<file path="src/rtl/ram_port_arbiter_if.sv">
// Request/response ports of the CPU and DMA requesters plus the shared RAM port.
// slave: the arbiter side; master: the requesters and the RAM wrapper.
interface ram_port_arbiter_if #(
    parameter int ADDR_W = 16
);
    logic              cpu_valid;
    logic [ADDR_W-1:0] cpu_addr;
    logic [3:0]        cpu_wstrb;
    logic [31:0]       cpu_wdata;
    logic              cpu_ready;
    logic [31:0]       cpu_rdata;

    logic              dma_valid;
    logic [ADDR_W-1:0] dma_addr;
    logic [3:0]        dma_wstrb;
    logic [31:0]       dma_wdata;
    logic              dma_ready;
    logic [31:0]       dma_rdata;

    logic              ram_sel;
    logic [3:0]        ram_wen;
    logic [ADDR_W-1:0] ram_address;
    logic [31:0]       ram_wdata;
    logic [31:0]       ram_rdata;

    modport slave (
        input  cpu_valid, cpu_addr, cpu_wstrb, cpu_wdata,
        output cpu_ready, cpu_rdata,
        input  dma_valid, dma_addr, dma_wstrb, dma_wdata,
        output dma_ready, dma_rdata,
        output ram_sel, ram_wen, ram_address, ram_wdata,
        input  ram_rdata
    );

    modport master (
        output cpu_valid, cpu_addr, cpu_wstrb, cpu_wdata,
        input  cpu_ready, cpu_rdata,
        output dma_valid, dma_addr, dma_wstrb, dma_wdata,
        input  dma_ready, dma_rdata,
        input  ram_sel, ram_wen, ram_address, ram_wdata,
        output ram_rdata
    );
endinterface

</file>
<file path="src/rtl/ram_port_arbiter.sv">
// Shares one RAM port between cpu and dma; round-robin ties, or cpu-first with RAM_ARB_CPU_PRIORITY_EN.
// Latency: ram_sel one cycle after the grant edge, ready pulse LAT+2 cycles after it.
// Backpressure: requesters hold valid until their ready pulse; requests during an access wait for IDLE.
module ram_port_arbiter #(
    parameter int ADDR_W = 16,
    parameter int LAT    = 1
) (
    input  logic              clk_cpu,
    input  logic              rst,
    ram_port_arbiter_if.slave bus
);
    typedef enum logic [2:0] {IDLE, ISSUE, WAIT, RESP, DONE} state_t;

    localparam logic [1:0] WAIT_LOAD = 2'(LAT - 1);

    state_t            state;
    logic              gnt_dma;
    logic [1:0]        wait_cnt;
    logic              any_valid;
    logic              pick_dma;
    logic [ADDR_W-1:0] req_addr;
    logic [31:0]       req_wdata;
    logic [3:0]        req_wstrb;

    assign any_valid = bus.cpu_valid | bus.dma_valid;

`ifdef RAM_ARB_CPU_PRIORITY_EN
    assign pick_dma = ~bus.cpu_valid;
`else
    logic last_dma;
    // On a tie, the side that was not served last wins.
    assign pick_dma = bus.dma_valid & (~bus.cpu_valid | ~last_dma);
`endif

    assign req_addr  = pick_dma ? bus.dma_addr  : bus.cpu_addr;
    assign req_wdata = pick_dma ? bus.dma_wdata : bus.cpu_wdata;
    assign req_wstrb = pick_dma ? bus.dma_wstrb : bus.cpu_wstrb;

    always_ff @(posedge clk_cpu or posedge rst) begin
        if (rst) begin
            state           <= IDLE;
            gnt_dma         <= 1'b0;
            wait_cnt        <= 2'd0;
            bus.ram_sel     <= 1'b0;
            bus.ram_wen     <= 4'h0;
            bus.ram_address <= '0;
            bus.ram_wdata   <= 32'h0;
            bus.cpu_ready   <= 1'b0;
            bus.dma_ready   <= 1'b0;
            bus.cpu_rdata   <= 32'h0;
            bus.dma_rdata   <= 32'h0;
`ifndef RAM_ARB_CPU_PRIORITY_EN
            last_dma        <= 1'b1;
`endif
        end else begin
            case (state)
                IDLE: begin
                    if (any_valid) begin
                        gnt_dma         <= pick_dma;
                        bus.ram_address <= req_addr;
                        bus.ram_wdata   <= req_wdata;
                        bus.ram_wen     <= req_wstrb;
                        bus.ram_sel     <= 1'b1;
`ifndef RAM_ARB_CPU_PRIORITY_EN
                        last_dma        <= pick_dma;
`endif
                        state           <= ISSUE;
                    end
                end
                ISSUE: begin
                    bus.ram_sel <= 1'b0;
                    bus.ram_wen <= 4'h0;
                    wait_cnt    <= WAIT_LOAD;
                    state       <= (LAT == 1) ? RESP : WAIT;
                end
                WAIT: begin
                    wait_cnt <= wait_cnt - 2'd1;
                    if (wait_cnt <= 2'd1) begin
                        state <= RESP;
                    end
                end
                RESP: begin
                    // Write accesses capture too; their rdata is simply not meaningful.
                    if (gnt_dma) begin
                        bus.dma_rdata <= bus.ram_rdata;
                        bus.dma_ready <= 1'b1;
                    end else begin
                        bus.cpu_rdata <= bus.ram_rdata;
                        bus.cpu_ready <= 1'b1;
                    end
                    state <= DONE;
                end
                DONE: begin
                    bus.cpu_ready <= 1'b0;
                    bus.dma_ready <= 1'b0;
                    state         <= IDLE;
                end
                default: state <= IDLE;
            endcase
        end
    end
endmodule
</file>
<file path="src/flat_wrapper.sv">
// flat-port wrapper written by rule: the top's interface ports become plain ports
module ram_port_arbiter_flat 
#(
    parameter int ADDR_W = 16,
    parameter int LAT    = 1
)
  (clk_cpu, rst, bus_cpu_valid, bus_cpu_addr, bus_cpu_wstrb, bus_cpu_wdata, bus_cpu_ready, bus_cpu_rdata, bus_dma_valid, bus_dma_addr, bus_dma_wstrb, bus_dma_wdata, bus_dma_ready, bus_dma_rdata, bus_ram_sel, bus_ram_wen, bus_ram_address, bus_ram_wdata, bus_ram_rdata);
  ram_port_arbiter_if #(.ADDR_W(ADDR_W)) bus_i ();
  input  logic clk_cpu;
  input  logic rst;
  input wire logic [$bits(bus_i.cpu_valid)-1:0] bus_cpu_valid;
  input wire logic [$bits(bus_i.cpu_addr)-1:0] bus_cpu_addr;
  input wire logic [$bits(bus_i.cpu_wstrb)-1:0] bus_cpu_wstrb;
  input wire logic [$bits(bus_i.cpu_wdata)-1:0] bus_cpu_wdata;
  output wire logic [$bits(bus_i.cpu_ready)-1:0] bus_cpu_ready;
  output wire logic [$bits(bus_i.cpu_rdata)-1:0] bus_cpu_rdata;
  input wire logic [$bits(bus_i.dma_valid)-1:0] bus_dma_valid;
  input wire logic [$bits(bus_i.dma_addr)-1:0] bus_dma_addr;
  input wire logic [$bits(bus_i.dma_wstrb)-1:0] bus_dma_wstrb;
  input wire logic [$bits(bus_i.dma_wdata)-1:0] bus_dma_wdata;
  output wire logic [$bits(bus_i.dma_ready)-1:0] bus_dma_ready;
  output wire logic [$bits(bus_i.dma_rdata)-1:0] bus_dma_rdata;
  output wire logic [$bits(bus_i.ram_sel)-1:0] bus_ram_sel;
  output wire logic [$bits(bus_i.ram_wen)-1:0] bus_ram_wen;
  output wire logic [$bits(bus_i.ram_address)-1:0] bus_ram_address;
  output wire logic [$bits(bus_i.ram_wdata)-1:0] bus_ram_wdata;
  input wire logic [$bits(bus_i.ram_rdata)-1:0] bus_ram_rdata;
  assign bus_i.cpu_valid = bus_cpu_valid;
  assign bus_i.cpu_addr = bus_cpu_addr;
  assign bus_i.cpu_wstrb = bus_cpu_wstrb;
  assign bus_i.cpu_wdata = bus_cpu_wdata;
  assign bus_cpu_ready = bus_i.cpu_ready;
  assign bus_cpu_rdata = bus_i.cpu_rdata;
  assign bus_i.dma_valid = bus_dma_valid;
  assign bus_i.dma_addr = bus_dma_addr;
  assign bus_i.dma_wstrb = bus_dma_wstrb;
  assign bus_i.dma_wdata = bus_dma_wdata;
  assign bus_dma_ready = bus_i.dma_ready;
  assign bus_dma_rdata = bus_i.dma_rdata;
  assign bus_ram_sel = bus_i.ram_sel;
  assign bus_ram_wen = bus_i.ram_wen;
  assign bus_ram_address = bus_i.ram_address;
  assign bus_ram_wdata = bus_i.ram_wdata;
  assign bus_i.ram_rdata = bus_ram_rdata;
  ram_port_arbiter #(.ADDR_W(ADDR_W), .LAT(LAT)) u_core (.clk_cpu(clk_cpu), .rst(rst), .bus(bus_i));
endmodule
</file>
<file path="config.mk">
export PLATFORM = sky130hd
export DESIGN_NAME = ram_port_arbiter_flat
export DESIGN_NICKNAME = d
export VERILOG_FILES = /design/src/rtl/ram_port_arbiter_if.sv /design/src/rtl/ram_port_arbiter.sv /design/src/flat_wrapper.sv
export SDC_FILE = /design/constraint.sdc
export NUM_CORES = 1
export LEC_CHECK = 0
export ABC_AREA = 1
export CAP_MARGIN = 25
export CORE_MARGIN = 8
export CORE_UTILIZATION = 42
export DETAILED_ROUTE_END_ITERATION = 8
export HOLD_SLACK_MARGIN = 0.08
export PLACE_DENSITY = 0.82
export SLEW_MARGIN = 30
export SYNTH_ARGS = -nofsm -noshare
export SYNTH_HDL_FRONTEND = slang
export SYNTH_SLANG_ARGS = --single-unit
</file>
<file path="constraint.sdc">
create_clock -name clk_cpu -period 6 [get_ports clk_cpu]
set_input_delay 1.2 -clock clk_cpu [delete_from_list [all_inputs] [get_ports clk_cpu]]
set_output_delay 1.2 -clock clk_cpu [all_outputs]
set_load 0.1 [all_outputs]
</file>
-- Word level (Yosys, flattened, before mapping)
Index checks and enable logic that the tools add are counted.
- register bits: 126
- output and inout port bits: 119
- logic and storage cells: 54
- bits of input ports: 140
- add/sub/neg operators: 1
- reductions and logical operators: 11
- equal/unequal tests: 8
- bitwise operators: 6
- multiplexer cells: 15
- $lt $le $gt $ge: 1
- operator list (cell ; number):
    32-bit 2-to-1 mux ; 1
    16-bit 2-to-1 mux ; 1
    2-bit AND reduction ; 7
    3-bit case mux with 4 select lines ; 1
    4-bit 2-to-1 mux ; 2
    4-bit case mux with 2 select lines ; 1
    3-bit by 2-bit equality test with 1-bit output, second input constant ; 2
    3-bit 2-to-1 mux ; 2
    2-bit by 1-bit != test with 1-bit output, second input constant ; 3
    1-bit case mux with 2 select lines ; 3
    2-bit nonzero test ; 3
    2-bit case mux with 2 select lines ; 1
    3-bit by 1-bit equality test with 1-bit output, second input constant ; 1
    3-bit equality test, second input constant ; 1
    3-bit logical NOT ; 1
    1-bit 2-to-1 mux ; 3
    1-bit inverter ; 3
    2-bit by 1-bit <= comparator with 1-bit output, second input constant ; 1
    2-bit != test, second input constant ; 1
    1-bit bitwise OR ; 2
    2-bit by 1-bit subtractor with 2-bit output, second input constant ; 1
    1-bit bitwise AND ; 1

-- Longest topological paths before layout
- depth after elaboration: 6
- gate-level depth with buffers: 7
- gate-level depth less buffers: 6

-- Worst setup path before layout
OpenSTA, ideal clock, no wires.
- path kind: reg2out
- start point: register u_core.bus.ram_wen[0]
- end point: output port bus_ram_wen[0]
- required time: 4800 ps
- stages on the path, launching flop included: 1
- path buffers: 0
- arrival: 898 ps
- setup slack: 3902 ps
- cells stage by stage: dfrtp_1
- RTL lines (item ; line ; RTL):
    start: declaration ; ram_port_arbiter_if.sv:31 ; output ram_sel, ram_wen, ram_address, ram_wdata,
    start signal: assignment ; ram_port_arbiter.sv:62 ; bus.ram_wen <= req_wstrb;
    end: declaration ; flat_wrapper.sv:24 ; output wire logic [$bits(bus_i.ram_wen)-1:0] bus_ram_wen;
No word-level cell between the ends.

-- Worst setup path after layout
- start point: register u_core.bus.ram_wdata[7]
- end point: output port bus_ram_wdata[7]
- RTL lines (item ; line ; RTL):
    start: declaration ; ram_port_arbiter_if.sv:31 ;
    start signal: assignment ; ram_port_arbiter.sv:61 ; bus.ram_wdata <= req_wdata;
    end: declaration ; flat_wrapper.sv:26 ; output wire logic [$bits(bus_i.ram_wdata)-1:0] bus_ram_wdata;
No word-level cell between the ends.

==> impl_metrics.toml <==
[placement]
placement.io_buffers = 258
place_congestion = 0.842
dpl_cell_area_sq_mm = 0.00820
post-place-ws_ps = 2770
hpwl_um = 13000

[cts]
cts_resized = 0
cts_made_buffers = 17
tritoncts = "yes"
cts.sinks = 126
cts_setup_buffers = 0
cts.path.max_buffers = 2
clkSlewWorstSetupHoldPaths_ps = 60
clock_latency_ps = 410
cts_root_buffer = "clkbuf_16"
cts_hold_buf = 0
htree_levels = 4

[yosys]
synth_seq_cells = 126
synth_nets = 825
async_reset_ff_frac = 1.00
syn_area_per_cell_sq_um = 8.14
synth_area_sq_mm = 0.00557
syn_inst = 684
synth_cell_types = 21
synth_flop_cell = "dfrtp_1"
yosysSeqAreaShare = 0.567
yosysWarnings = 0
synth_enable_flop_cells = 0

[detailed_routing]
drt_iter0_markers = 307
vias_per_cell = 4.71
drc = 0
routedWlPerCell_um = 15.8
ant_nets = 0
drtPass1Iterations = 4
wl_um = 17700
vias = 5258

[worst_setup_path]
critPathTopFamily = "buffers and inverters"
path_cells = "clkdlybuf4s50_1"
path_buf_inv = 1
crit_type = "reg -> out"
start_kind = "flip-flop"
slowest_stage = "clkdlybuf4s50_1"
max_stage_delay_ps = 1170
worst_ep_arrival_time_ps = 1980
cp_data_required_time_ps = 4800
end_kind = "output port"
cp_max_fo = 2

[run]
drv_cap = 0

[grt]
grt_pass1_wl_um = 29300
overflow = 0
grt_pass1_vias = 5414
grt_max_degree = 88
antenna_found_initial = 0
grt_usage = 0.210

[min_path]
hold_path.class = "reg -> reg"

[outcome]
status = "complete, no violations"

[timing]
layout_setup_ws_ps = 2820
skew_ps = 11.2
min_period_ps = 3180
setup_viol = 0
finalCritPeriodShare = 0.529
worst_pin_slew_ps = 1040
relSlewSlack = 0.304
rsz0062_at_grt = "false"
hold_viol = 0
fin_setup_tns_ps = 0
drv_slew = 0
max_clock_freq_mhz = 315
hold_ws_ps = 467

[cells_and_area]
areaGrowthSynthToFinish_pct = 57.6
design_area_sq_mm = 0.00877
fin_nets = 1069
drive_above_1_share = 0.0680
antenna_cells = 0

[die]
fp.dieH_um = 131
die_area_sq_mm = 0.0172
io_pins = 259
coreArea_sq_mm = 0.0131
die_w_um = 131
start_util = 0.425
rows = 42
[metal layers]
layer / track usage / vias to the layer above / wire, um
li1: - / 2625 / -
met4: 0.0600 / 0 / 183
met5: 0 / - / 0
met3: 0.0957 / 8 / 1880
met2: 0.323 / 214 / 8240
met1: 0.260 / 2411 / 7400
[final cells by class]
type | instances | area [sq um]
clock buffers | 18 | 439
clock inverters | 14 | 145
fillers | 1060 | 4310
inverters | 46 | 178
multi-input cells | 472 | 2030
flip-flops and latches | 126 | 3150
well taps | 176 | 220
repair buffers | 265 | 2610
[layout by cell type, fill, tap and decap left out, drive strengths merged]
master and instances:
nor2 8, clkdlybuf4s50 252, nand2 327, ha 1, nor3 2, clkinvlp 4
clkbuf 20, clkinv 8, buf 11, dfstp 1, bufinv 2, nand3b 4
inv 46, dfrtp 125, o21ai 69, nand3 60, nand4 1
[cell usage after synthesis, types with 2 or more instances]
master,number,area [sq um]
nand3_1,60,300
buf_4,2,15.0
o21ai_1,56,280
buf_6,6,67.6
dfrtp_1,125,3130
nor2_4,2,22.5
nor3_1,2,10.0
nand3b_1,4,30.0
nand2_1,326,1220
o21ai_2,8,70.1
buf_2,20,100
inv_1,45,169
nor2_1,5,18.8
clkbuf_1,12,45.0
o21ai_0,5,25.0
[registers in the layout, indices dropped and copies added, names as in the netlist]
register                flops
u_core.bus.cpu_rdata       32
u_core.bus.dma_rdata       32
u_core.bus.ram_wdata       32
u_core.bus.ram_address     16
u_core.bus.ram_wen          4
u_core.state                3
u_core.wait_cnt             2
u_core.bus.cpu_ready        1
u_core.bus.dma_ready        1
u_core.bus.ram_sel          1
u_core.gnt_dma              1
u_core.last_dma             1
[final timing paths]
kind | startpoint | end | slack [ps] | cells after the start
setup reg to reg | u_core.last_dma | u_core.bus.ram_wen[3] | 4000 | 7
min in group asynchronous | rst | u_core.bus.ram_wdata[21] | 1320 | 2
hold reg to reg | u_core.bus.ram_sel | u_core.bus.ram_sel | 470 | 2
max in group asynchronous | rst | u_core.last_dma | 3640 | 3
setup / recovery | u_core.bus.ram_wdata[7] | bus_ram_wdata[7] | 2820 | 1
hold / removal | u_core.bus.ram_sel | u_core.bus.ram_sel | 470 | 2
[kinds of logic after synthesis]
logic type / count (synthesis) / share of synthesized area
compound gates: 69 / 0.0674
fa+ha+maj: 1 / 0.00225
buf+inv: 86 / 0.0719
flops: 126 / 0.567
simple gates: 402 / 0.292
[per-stage QoR]
stage	std cells	utilization
floorplan	684	-
global placement	1085	0.627
detailed placement	1085	0.627
CTS	1117	0.672
global route	1117	0.670
finish	1117	0.670
Power is left out: the tool's default activity adds up to more than one toggle a clock period on the data nets, which glitch-free logic cannot reach.
